## src/rtl/pulse_det_pkg.sv

```systemverilog
// Shared types and helpers for the multi-channel rising-edge count detector.
package pulse_det_pkg;

   typedef enum logic [1:0] {
      IDLE     = 2'b00,
      COUNTING = 2'b01,
      ALERT    = 2'b10
   } det_state_e;

   // Legal when THRESH fits the counter and WINDOW fits the timer.
   function automatic bit det_params_ok(
      input int unsigned nch,
      input int unsigned cnt_w,
      input int unsigned thresh,
      input int unsigned window,
      input int unsigned win_w,
      input int unsigned sticky
   );
      return (nch >= 1) && (cnt_w >= 1) && (cnt_w < 32) &&
             (thresh >= 1) && (thresh <= (32'd1 << cnt_w) - 32'd1) &&
             (win_w >= 1) && (win_w < 32) && (window < (32'd1 << win_w)) &&
             (sticky <= 1);
   endfunction

endpackage

```

## src/rtl/pulse_det_channel.sv

```systemverilog
// One detector channel: edge detect, count/window FSM, registered alert and count.
module pulse_det_channel
   import pulse_det_pkg::*;
#(
   parameter int unsigned CNT_W  = 4,
   parameter int unsigned THRESH = 3,
   parameter int unsigned WINDOW = 0,
   parameter int unsigned WIN_W  = 8,
   parameter int unsigned STICKY = 1
) (
   input  logic             clk,
   input  logic             rst_n,
   input  logic             insig_i,
   input  logic             clear_i,
   output logic             alert_o,
   output logic [CNT_W-1:0] count_o
);

   localparam logic [CNT_W-1:0] THR_M1   = CNT_W'(THRESH - 1);
   localparam logic [WIN_W-1:0] WIN_LAST = WIN_W'(WINDOW - 1);

   det_state_e       state_q;
   logic [CNT_W-1:0] count_q;
   logic [WIN_W-1:0] timer_q;
   logic             prev_q;
   logic             alert_q;
   logic             rise;

   assign rise = insig_i & ~prev_q;

   always_ff @(posedge clk or negedge rst_n) begin
      if (!rst_n) begin
         state_q <= IDLE;
         count_q <= '0;
         timer_q <= '0;
         prev_q  <= 1'b0;
         alert_q <= 1'b0;
      end else begin
         prev_q <= insig_i;
         if (clear_i) begin
            state_q <= IDLE;
            count_q <= '0;
            timer_q <= '0;
            alert_q <= 1'b0;
         end else begin
            case (state_q)
               IDLE: begin
                  if (rise) begin
                     count_q <= CNT_W'(1);
                     timer_q <= '0;
                     if (THRESH == 1) begin
                        state_q <= ALERT;
                        alert_q <= 1'b1;
                     end else begin
                        state_q <= COUNTING;
                     end
                  end
               end
               COUNTING: begin
                  if (rise) begin
                     count_q <= count_q + 1'b1;
                     timer_q <= '0;
                     if (count_q == THR_M1) begin
                        state_q <= ALERT;
                        alert_q <= 1'b1;
                     end
                  end else if ((WINDOW != 0) && (timer_q == WIN_LAST)) begin
                     state_q <= IDLE;
                     count_q <= '0;
                     timer_q <= '0;
                  end else begin
                     timer_q <= timer_q + 1'b1;
                  end
               end
               ALERT: begin
                  // One-shot mode re-arms here; a rise in this cycle starts a new count.
                  if (STICKY == 0) begin
                     timer_q <= '0;
                     if (rise && (THRESH == 1)) begin
                        count_q <= CNT_W'(1);
                     end else if (rise) begin
                        state_q <= COUNTING;
                        count_q <= CNT_W'(1);
                        alert_q <= 1'b0;
                     end else begin
                        state_q <= IDLE;
                        count_q <= '0;
                        alert_q <= 1'b0;
                     end
                  end
               end
               default: begin
                  state_q <= IDLE;
                  count_q <= '0;
                  timer_q <= '0;
                  alert_q <= 1'b0;
               end
            endcase
         end
      end
   end

   assign alert_o = alert_q;
   assign count_o = count_q;

endmodule

```

## src/rtl/pulse_count_detector.sv

```systemverilog
// Multi-channel rising-edge counter with per-channel alert and a registered any-alert summary.
module pulse_count_detector
   import pulse_det_pkg::*;
#(
   parameter int unsigned NCH    = 4,
   parameter int unsigned CNT_W  = 4,
   parameter int unsigned THRESH = 3,
   parameter int unsigned WINDOW = 0,
   parameter int unsigned WIN_W  = 8,
   parameter int unsigned STICKY = 1
) (
   input  logic                 clk,
   input  logic                 reset,
   input  logic [NCH-1:0]       insig,
   input  logic [NCH-1:0]       clear,
   output logic [NCH-1:0]       alert,
   output logic [NCH*CNT_W-1:0] count,
   output logic                 any_alert
);

   logic any_alert_q;

   if (!det_params_ok(NCH, CNT_W, THRESH, WINDOW, WIN_W, STICKY)) begin : g_param_err
      $error("pulse_count_detector: illegal parameter combination");
   end

   for (genvar g = 0; g < NCH; g++) begin : g_ch
      pulse_det_channel #(
         .CNT_W (CNT_W),
         .THRESH(THRESH),
         .WINDOW(WINDOW),
         .WIN_W (WIN_W),
         .STICKY(STICKY)
      ) u_ch (
         .clk    (clk),
         .rst_n  (reset),
         .insig_i(insig[g]),
         .clear_i(clear[g]),
         .alert_o(alert[g]),
         .count_o(count[g*CNT_W +: CNT_W])
      );
   end

   always_ff @(posedge clk or negedge reset) begin
      if (!reset) begin
         any_alert_q <= 1'b0;
      end else begin
         any_alert_q <= |alert;
      end
   end

   assign any_alert = any_alert_q;

endmodule

```

## config.mk

```make
export PLATFORM = sky130hd
export DESIGN_NAME = pulse_count_detector
export DESIGN_NICKNAME = d
export VERILOG_FILES = /design/src/rtl/pulse_det_pkg.sv /design/src/rtl/pulse_det_channel.sv /design/src/rtl/pulse_count_detector.sv
export SDC_FILE = /design/constraint.sdc
export NUM_CORES = 1
export LEC_CHECK = 0
export CORE_ASPECT_RATIO = 1.4
export CORE_MARGIN = 1
export CORE_UTILIZATION = 33
export CTS_CLUSTER_SIZE = 24
export DETAILED_ROUTE_END_ITERATION = 10
export PLACE_DENSITY_LB_ADDON = 0.2
export SLEW_MARGIN = 15
export SYNTH_ARGS = -nofsm -noshare
export SYNTH_HDL_FRONTEND = slang
export SYNTH_SLANG_ARGS = --single-unit
export TNS_END_PERCENT = 100
```

## constraint.sdc

```tcl
create_clock -name clk -period 1.6 [get_ports clk]
set_clock_uncertainty 0.05 [all_clocks]
set_input_delay 0.24 -clock clk [delete_from_list [all_inputs] [get_ports clk]]
set_output_delay 0.24 -clock clk [all_outputs]
set_load 0.005 [all_outputs]
```

==> results of run 1 <==
## power breakdown
group          internal, uW  leakage (uW)  switching, uW
clock                   341     0.0000443            275
sequential              857      0.000439           21.2
combinational           107      0.000548            103
## flip-flops by register name, summed over array words and instances (netlist names)
name,count
g_ch.u_ch.prev_q,4
any_alert,1
g_ch.u_ch.alert_o,4
g_ch.u_ch.count_o,16
g_ch.u_ch.state_q,8
## per-stage QoR
| stage | total power, uW | util [%] | area, um2 | hold slack, ps |
|---|---|---|---|---|
| after global placement | 1100 | 43.0 | 2240 | 450 |
| after global routing | 1790 | 45.4 | 2360 | 284 |
| after CTS | 1730 | 44.8 | 2330 | 277 |
| after floorplan | 979 | - | 1790 | -106 |
| final | 1700 | 45.4 | 2360 | 270 |
| after detailed placement | 1100 | 43.0 | 2240 | 458 |
## worst paths after layout
path	start	to	slack (ps)	cells after the start
setup / recovery	g_ch[3].u_ch.count_o[1]$_DFFE_PN0P_	count[13]	40	2
hold / removal	reset	g_ch[1].u_ch.count_o[0]$_DFFE_PN0P_	270	2
setup reg to reg	g_ch[3].u_ch.count_o[0]$_DFFE_PN0P_	g_ch[3].u_ch.count_o[1]$_DFFE_PN0P_	70	6
hold reg to reg	g_ch[0].u_ch.alert_o$_DFFE_PN0P_	any_alert$_DFF_PN0_	470	1
max in group asynchronous	reset	g_ch[0].u_ch.count_o[1]$_DFFE_PN0P_	1020	2
min in group clk	insig[1]	g_ch[1].u_ch.prev_q$_DFF_PN0_	400	1
## kinds of logic (layout without fill, tap and decap cells)
family,Yosys count,in the layout
AOI/OAI and AO/OA,47,47
xor gates and xnor gates,1,1
adders and majority gates,8,8
buffers and inverters,25,71
DFF,33,33
muxes,1,1
and+or+nand+nor,69,69
## what timing repair did
action | in CTS | in global routing
resized for setup | 2 | 3
gates cloned | 0 | 0
buffers inserted | 0 | 4
endpoints found under the setup margin | 2 | 6
## worst max-delay path: stages (launching register included)
cell and delay (ps):
dfrtp_1 350, buf_4 140, clkdlybuf4s50_1 500
## metal layers
metal	global-route usage, %	up-vias	wire length [um]
met1	16.9	731	1720
met4	6.67	0	50
met2	26.6	26	2020
met3	4.34	4	141
met5	0	-	0
li1	-	750	-
## final cells by class
class	count	area (um2)
clock buffer	7	86.3
fill	542	2840
inverter	15	56.3
multi-input combinational	126	847
sequential	33	831
tap	66	82.6
timing repair buffer	49	458
## layout by cell type, fill, tap and decap left out, types with 2 or more instances in the layout
master	instances
a31oi_1	5
or3_1	3
a21oi_2	3
nor2_1	15
a221oi_1	5
nand4b_1	4
and2b_1	3
inv_2	3
o21ai_0	7
nor4_1	4
dfrtp_2	4
buf_4	18
a211oi_1	2
nand2b_1	4
nor2b_1	7
ha_1	8
clkbuf_8	6
nand2_1	13
o21a_1	3
a21oi_1	10
a21o_1	3
inv_1	12
nor3_1	3
nand3_1	4
a32o_1	6
dfrtp_1	29
clkdlybuf4s50_1	29
and3_1	3
==> results.sh, run 1 <==
export IMPL_status="finished, final reports clean"
export IMPL_worst_ep_arrival_time_ps=1270
export IMPL_viasPerCell=5.10
export IMPL_cts_max_level=2
export IMPL_criticalPathCategory="flip-flop to output pin"
export IMPL_die_area_um2=5740
export IMPL_synthTopCellsByCount="dfrtp_1, nor2_1, nand2_1"
export IMPL_syn_inst=184
export IMPL_worst_pin_slew_ps=347
export IMPL_cts_buffer_depth=2
export IMPL_slew_headroom_pct=76.2
export IMPL_cts_num_sinks=33
export IMPL_post_route_period_util_pct=97.6
export IMPL_synth_area_leaders="dfrtp_1, ha_1, a32o_1"
export IMPL_path_clk_slew_ps=70
export IMPL_cap_violations=0
export IMPL_num_rows=31
export IMPL_dr_first_iter_drc_count=76
export IMPL_dp_cells=285
export IMPL_fp_dieW_um=64.3
export IMPL_io_pins=31
export IMPL_grt_start_max_net_pins=34
export IMPL_synthMuxAreaShare_pct=0.558
export IMPL_synth_area_per_cell_um2=9.75
export IMPL_grt_pass1_wl_um=6620
export IMPL_fmax_mhz=640
export IMPL_die_y_um=89.2
export IMPL_wire_per_inst_um=13.3
export IMPL_drive_gt1_share_pct=16.1
export IMPL_synth_area_um2=1790
export IMPL_clk_latency_ps=280
export IMPL_vias=1511
export IMPL_synth_top_area_share_pct=46.0
export IMPL_grt_pass1_vias=1505
export IMPL_track_usage_pct=15.1
export IMPL_synth_top_area_cell="dfrtp_1"
export IMPL_ctsHoldBuffers=0
export IMPL_finalMaxSlewViolations=0
export IMPL_start_util_pct=34.5
export IMPL_fin_cells=296
export IMPL_crit_path_end_kind="output pin"
export IMPL_gp_congestion=0.799
export IMPL_final_nets=248
export IMPL_area_growth_pct=31.6
export IMPL_final_setup_worst_slack_ps=38.6
export IMPL_cp_start_kind="flip-flop"
export IMPL_synth_top_flop_cell="dfrtp_1"
export IMPL_cts_tree="built"
export IMPL_antenna_found_initial=0
export IMPL_post_synth_top_count_cell="dfrtp_1"
export IMPL_io_buffers=30
export IMPL_antenna_left=0
export IMPL_setup_viol=0
export IMPL_ys_seq_area_share_pct=46.0
export IMPL_cts_root_buffer="clkbuf_8"
export IMPL_power_density_nw_per_um2=722
export IMPL_hpwl_um=2880
export IMPL_synth_compound_area_share_pct=18.4
export IMPL_synth_simple_gate_area_share_pct=22.2
export IMPL_overflow=0
export IMPL_leakagePower_uw=0.00103
export IMPL_setup_tns_ps=0
export IMPL_hold_class="input port to asynchronous set/reset pin"
export IMPL_hold_viol_final=0
export IMPL_crit_fanout=5
export IMPL_dr_pass1_iters=4
export IMPL_core_um2=5200
export IMPL_cts_buffers=5
export IMPL_synthAdderAreaFrac_pct=5.58
export IMPL_synth_edff_count=0
export IMPL_syn_num_nets=202
export IMPL_drcViolationCount=0
export IMPL_ys_ff_latch=33
export IMPL_critical_path_required_ps=1310
export IMPL_ir_drop_mv=0.533
export IMPL_post_route_min_period_ps=1560
export IMPL_synth_top_family_by_area="simple AND/OR/NAND/NOR gates"
export IMPL_n_antenna_cell=0
export IMPL_synth_distinct_cells=39
export IMPL_ys_async_sr_fraction_pct=100
export IMPL_synth_xor_area_share_pct=0.488
export IMPL_detail_route_wirelength_um=3940
export IMPL_place_ws_ps=-96.9
export IMPL_yosys_warnings=0
Power figures use the tool's default switching activity.
==> run 2, diff against run 1 <==
--- a/config.mk
+++ b/config.mk
@@ -5,12 +5,13 @@
 export SDC_FILE = /design/constraint.sdc
 export NUM_CORES = 1
 export LEC_CHECK = 0
-export CORE_ASPECT_RATIO = 1.4
+export CORE_ASPECT_RATIO = 0.8
 export CORE_MARGIN = 1
-export CORE_UTILIZATION = 33
+export CORE_UTILIZATION = 52
 export CTS_CLUSTER_SIZE = 24
 export DETAILED_ROUTE_END_ITERATION = 10
 export PLACE_DENSITY_LB_ADDON = 0.2
+export SKIP_LAST_GASP = 1
 export SLEW_MARGIN = 15
 export SYNTH_ARGS = -nofsm -noshare
 export SYNTH_HDL_FRONTEND = slang
==> run 2 against run 1 <==
  * Utilization rose by 27 points
  * Fmax decreased by 0.21%
  * Global-route usage rose by 9.0 points
  * First-iteration DRC count up 110%
  * Wire length decreased by 1.7%
  * Largest power group unchanged
  * Register-to-register slack improved by 20 ps
  * Non-clock buffer count down 6
  * Sequential share of layout area grew 1.2 points
  * Cell count decreased by 10%
  * Count of clock-buffer cells in the layout decreased by 1
  * Combinational power down 6%
  * Via count grew 1.9%
==> results.sh, run 2 (synthesis results as in run 1) <==
export IMPL_setup_viol=0
export IMPL_gp_congestion=0.913
export IMPL_place_ws_ps=-102
export IMPL_post_route_min_period_ps=1560
export IMPL_die_y_um=54.5
export IMPL_core_um2=3180
export IMPL_p_comb_share_pct=11.7
export IMPL_hpwl_um=2790
export IMPL_io_buffers=30
export IMPL_largest_register_ffs=16
export IMPL_track_usage_pct=24.1
export IMPL_drcViolationCount=0
export IMPL_internal_power_uw=1260
export IMPL_antenna_found_initial=0
export IMPL_final_setup_worst_slack_ps=35.3
export IMPL_worst_pin_slew_ps=333
export IMPL_dp_cells=256
export IMPL_critPathMaxStageDelay_ps=490
export IMPL_fin_cells=265
export IMPL_fmax_mhz=639
export IMPL_cts_max_level=2
export IMPL_n_antenna_cell=0
export IMPL_switchingPower_uw=428
export IMPL_dr_first_iter_drc_count=161
export IMPL_cts_buffers=5
export IMPL_die_area_um2=3690
export IMPL_grt_start_max_net_pins=34
export IMPL_cts_buffer_depth=2
export IMPL_detail_route_wirelength_um=3870
export IMPL_hold_ws_ps=273
export IMPL_slew_headroom_pct=77.2
export IMPL_cap_violations=0
export IMPL_path_delay_family="buffers and inverters"
export IMPL_crit_path_end_kind="output pin"
export IMPL_clk_latency_ps=290
export IMPL_fp_dieW_um=67.7
export IMPL_io_pins=31
export IMPL_fillers=226
export IMPL_path_clk_slew_ps=70
export IMPL_power_density_nw_per_um2=734
export IMPL_antenna_left=0
export IMPL_cts_num_sinks=33
export IMPL_leakagePower_uw=0.00103
export IMPL_area_growth_pct=28.0
export IMPL_final_common_cell="clkdlybuf4s50_1"
export IMPL_drive_gt1_share_pct=15.6
export IMPL_cts_root_buffer="clkbuf_8"
export IMPL_crit_fanout=5
export IMPL_path_buf_inv=2
export IMPL_viasPerCell=5.81
export IMPL_cts_tree="built"
export IMPL_p_total_uw=1690
export IMPL_wire_per_inst_um=14.6
export IMPL_ctsHoldBuffers=0
export IMPL_rsz0062_at_grt="no"
export IMPL_critical_path_required_ps=1310
export IMPL_vias=1540
export IMPL_crit_chain="buf_4, clkdlybuf4s50_1"
export IMPL_final_nets=242
export IMPL_status="finished, final reports clean"
export IMPL_cp_start_kind="flip-flop"
export IMPL_layout_common_cells="clkdlybuf4s50_1, dfrtp_1, nor2_1, nand2_1, inv_1"
export IMPL_num_rows=18
export IMPL_worst_ep_arrival_time_ps=1270
export IMPL_grt_pass1_vias=1422
export IMPL_swShare_pct=25.4
export IMPL_ir_drop_mv=0.612
export IMPL_reg2reg_slack_ps=90
export IMPL_start_util_pct=56.5
export IMPL_hold_viol_final=0
export IMPL_critPathSlowestCell="clkdlybuf4s50_1"
export IMPL_dr_pass1_iters=4
export IMPL_post_route_period_util_pct=97.8
export IMPL_overflow=0
export IMPL_power_frac_clock_pct=36.1
export IMPL_criticalPathCategory="flip-flop to output pin"
export IMPL_grt_pass1_wl_um=6420
export IMPL_hold_class="input port to asynchronous set/reset pin"
export IMPL_setup_tns_ps=0
export IMPL_pwr_share_seq_pct=52.2
export IMPL_finalMaxSlewViolations=0
## run 2: cell types whose count changed in the layout (fill, tap and decap cells not counted), sizes merged
| cell | delta |
|---|---|
| clkinv | +2 |
| clkdlybuf4s50 | -2 |
| clkbuf | -1 |
| dlymetal6s2s | +2 |
| buf | -6 |
## run 2: worst reg2reg max path: stages, from the launching register on
cell and delay, ps:
dfrtp_1 380, inv_1 60, ha_1 290, or3_1 360, a21o_1 200, a21oi_2 110
## run 2: cell type report
class                      instances  area [um2]  share of cell area, %
clock buffer                       6        72.6                   3.16
clock inverter                     2        10.0                  0.436
inverter                          15        56.3                   2.45
multi-input combinational        126         847                   36.9
sequential                        33         835                   36.3
tap                               40        50.0                   2.18
timing repair buffer              43         425                   18.5
## run 2: power groups by stage
stage / clock network [uW] / logic [uW] / registers (uW)
6_report: 608 / 198 / 880
5_1_grt: 660 / 221 / 885
4_1_cts: 619 / 198 / 879
3_5_place_dp: 0 / 197 / 895
3_3_place_gp: 0 / 189 / 893
2_1_floorplan: 0 / 86.0 / 893
## run 2: final timing paths
kind,startpoint,to,depth (start not counted)
setup / recovery,g_ch[1].u_ch.count_o[1]$_DFFE_PN0P_,count[5],2
hold / removal,reset,g_ch[3].u_ch.alert_o$_DFFE_PN0P_,2
setup reg to reg,g_ch[3].u_ch.count_o[0]$_DFFE_PN0P_,g_ch[3].u_ch.count_o[1]$_DFFE_PN0P_,5
hold reg to reg,g_ch[2].u_ch.alert_o$_DFFE_PN0P_,any_alert$_DFF_PN0_,1
max in group asynchronous,reset,g_ch[0].u_ch.count_o[0]$_DFFE_PN0P_,2
min in group clk,insig[1],g_ch[1].u_ch.prev_q$_DFF_PN0_,1
## run 2: layer usage
layer	vias to the layer above	GRT usage [%]	routed length, um
met5	-	0	0
met4	0	7.45	38
met3	6	7.29	216
met2	51	38.0	1840
met1	740	31.8	1780
li1	743	-	-
## run 2: through the flow
step                util (%)  instance area (um2)
floorplan                  -                 1790
global placement        68.7                 2180
detailed placement      68.7                 2180
CTS                     71.4                 2270
global route            72.3                 2300
finish                  72.3                 2300
## run 2: timing repair
| item | CTS | global route |
|---|---|---|
| setup endpoints to repair | 2 | 9 |
| hold endpoints to repair | 0 | 0 |
| gates resized for setup | 2 | 10 |
| gates cloned | 0 | 0 |
| setup buffers | 0 | 1 |
| pin swaps | 0 | 0 |
==> run 3, diff against run 2 <==
--- a/config.mk
+++ b/config.mk
@@ -5,6 +5,7 @@
 export SDC_FILE = /design/constraint.sdc
 export NUM_CORES = 1
 export LEC_CHECK = 0
+export CAP_MARGIN = 20
 export CORE_ASPECT_RATIO = 0.8
 export CORE_MARGIN = 1
 export CORE_UTILIZATION = 52
==> constraint.sdc (replaced) <==
create_clock -name clk -period 1.6 [get_ports clk]
set_clock_uncertainty 0.05 [all_clocks]
set_input_delay 0.24 -clock clk [delete_from_list [all_inputs] [get_ports clk]]
set_output_delay 0.24 -clock clk [all_outputs]
set_load 0.02 [all_outputs]
==> run 3 against run 2 <==
  * Power rose by 0.97%
  * Flip-flop and latch count did not move
  * Non-clock buffer count fell by 2
  * Utilization fell by 1.7 points
  * Wire length fell by 1.7%
  * First-iteration DRC count fell by 22%
  * Final area fell by 2.4%
  * Highest routed layer unchanged
==> results.sh, run 3 (synthesis results as in run 1) <==
export IMPL_swShare_pct=24.5
export IMPL_cts_resized=15
export IMPL_cts_buffers=5
export IMPL_fillers=239
export IMPL_cts_max_level=2
export IMPL_n_antenna_cell=0
export IMPL_cts_num_sinks=33
export IMPL_die_y_um=54.5
export IMPL_pwr_share_seq_pct=51.7
export IMPL_critPathLaunch="g_ch[2].u_ch.alert_o$_DFFE_PN0P_"
export IMPL_power_frac_clock_pct=36.7
export IMPL_grt_start_max_net_pins=34
export IMPL_crit_chain="clkdlybuf4s50_1"
export IMPL_layout_common_cells="dfrtp_1, nor2_1, dlygate4sd2_1, nand2_1, inv_1"
export IMPL_io_buffers=30
export IMPL_cp_start_kind="flip-flop"
export IMPL_status="finished, final reports clean"
export IMPL_ir_drop_mv=0.563
export IMPL_path_delay_family="buffers and inverters"
export IMPL_area_growth_pct=24.9
export IMPL_cts_buffer_depth=2
export IMPL_power_density_nw_per_um2=760
export IMPL_critPathMaxStageDelay_ps=610
export IMPL_num_rows=18
export IMPL_hold_class="input port to asynchronous set/reset pin"
export IMPL_worst_pin_slew_ps=387
export IMPL_fmax_mhz=646
export IMPL_detail_route_wirelength_um=3810
export IMPL_final_common_cell="dfrtp_1"
export IMPL_rr_startpoint="g_ch[3].u_ch.count_o[1]$_DFFE_PN0P_"
export IMPL_finalMaxSlewViolations=0
export IMPL_core_um2=3180
export IMPL_die_area_um2=3690
export IMPL_grt_util_met1_pct=31.5
export IMPL_overflow=0
export IMPL_grt_pass1_vias=1415
export IMPL_vias=1542
export IMPL_critPathSlowestCell="clkdlybuf4s50_1"
export IMPL_viasPerCell=5.89
export IMPL_placed_area_um2=2160
export IMPL_largest_register_ffs=16
export IMPL_antenna_found_initial=0
export IMPL_grt_pass1_wl_um=6450
export IMPL_drcViolationCount=0
export IMPL_grtUsageMet3_pct=5.63
export IMPL_grt_busiest_layer="met2"
export IMPL_critical_path_required_ps=1310
export IMPL_post_route_period_util_pct=96.7
export IMPL_post_route_min_period_ps=1550
export IMPL_crit_path_end_kind="output pin"
export IMPL_crit_fanout=3
export IMPL_final_cell_area_um2=2240
export IMPL_track_usage_pct=24.4
export IMPL_criticalPathCategory="flip-flop to output pin"
export IMPL_cap_violations=0
export IMPL_setup_viol=0
export IMPL_final_nets=240
export IMPL_internal_power_uw=1290
export IMPL_cts_tree="built"
export IMPL_clk_latency_ps=280
export IMPL_leakagePower_uw=0.00112
export IMPL_start_util_pct=56.5
export IMPL_wire_per_inst_um=14.5
export IMPL_dr_first_iter_drc_count=126
export IMPL_cts_root_buffer="clkbuf_8"
export IMPL_dr_pass1_iters=4
export IMPL_fp_dieW_um=67.7
export IMPL_p_comb_share_pct=11.6
export IMPL_antenna_left=0
export IMPL_worst_ep_arrival_time_ps=1260
export IMPL_path_buf_inv=1
export IMPL_slew_headroom_pct=73.5
export IMPL_switchingPower_uw=416
export IMPL_io_pins=31
export IMPL_setup_tns_ps=0
export IMPL_hpwl_um=2740
export IMPL_drive_gt1_share_pct=11.7
export IMPL_hold_viol_final=0
export IMPL_gp_congestion=0.873
export IMPL_post_cts_buffers=0
export IMPL_global_route_usage_met2_pct=38.9
export IMPL_path_clk_slew_ps=60
export IMPL_rsz0062_at_grt="no"
export IMPL_ctsHoldBuffers=0
[run 3: cell types whose count changed in the layout (fill, tap and decap cells not counted), moves of 2 or more]
cell             before  now
buf_6                 2    0
clkdlybuf4s50_1      27   11
clkinv_2              2    0
dfrtp_1              26   32
dfrtp_2               7    1
dlygate4sd2_1         0   15
[run 3: power groups by stage]
stage               Combinational (uW)  Sequential [uW]  Clock (uW)
floorplan                         86.0              904           0
global placement                   198              894           0
detailed placement                 204              896           0
CTS                                198              880         634
global route                       220              885         674
finish                             197              881         625
[run 3: metrics by stage]
stage / hold WS [ps] / instances / setup WS, ps / utilization [%] / power [uW]
after global routing: 346 / 262 / 4.21 / 70.6 / 1780
final: 309 / 262 / 52.5 / 70.6 / 1700
after global placement: 461 / 255 / -43.8 / 68.1 / 1090
after CTS: 329 / 262 / 1.19 / 70.2 / 1710
after floorplan: -106 / 184 / 1.56 / - / 990
after detailed placement: 469 / 255 / -103 / 68.1 / 1100
[run 3: path summary, 6_finish.rpt]
| check | end | slack [ps] | cells after the start |
|---|---|---|---|
| max | alert[2] | 50 | 1 |
| min | g_ch[1].u_ch.count_o[3]$_DFFE_PN0P_ | 310 | 2 |
| max reg2reg | g_ch[3].u_ch.count_o[1]$_DFFE_PN0P_ | 90 | 4 |
| min reg2reg | any_alert$_DFF_PN0_ | 470 | 1 |
| max in group asynchronous | g_ch[0].u_ch.count_o[0]$_DFFE_PN0P_ | 880 | 2 |
| min in group clk | g_ch[3].u_ch.prev_q$_DFF_PN0_ | 410 | 1 |
[run 3: final cells by class]
cell class / count / area, um2 / area share, %
multi-input cells: 126 / 847 / 37.8
flip-flops and latches: 33 / 827 / 36.9
repair buffers: 41 / 374 / 16.7
clock buffers: 7 / 86.3 / 3.85
inverters: 15 / 56.3 / 2.51
well taps: 40 / 50.0 / 2.23
[run 3: layer usage]
| layer | routed length, um | up-vias | share of wire [%] |
|---|---|---|---|
| met5 | 0 | - | 0 |
| met4 | 70 | 0 | 1.8 |
| met3 | 168 | 8 | 4.4 |
| met2 | 1820 | 46 | 48 |
| met1 | 1750 | 750 | 46 |
| li1 | - | 738 | - |
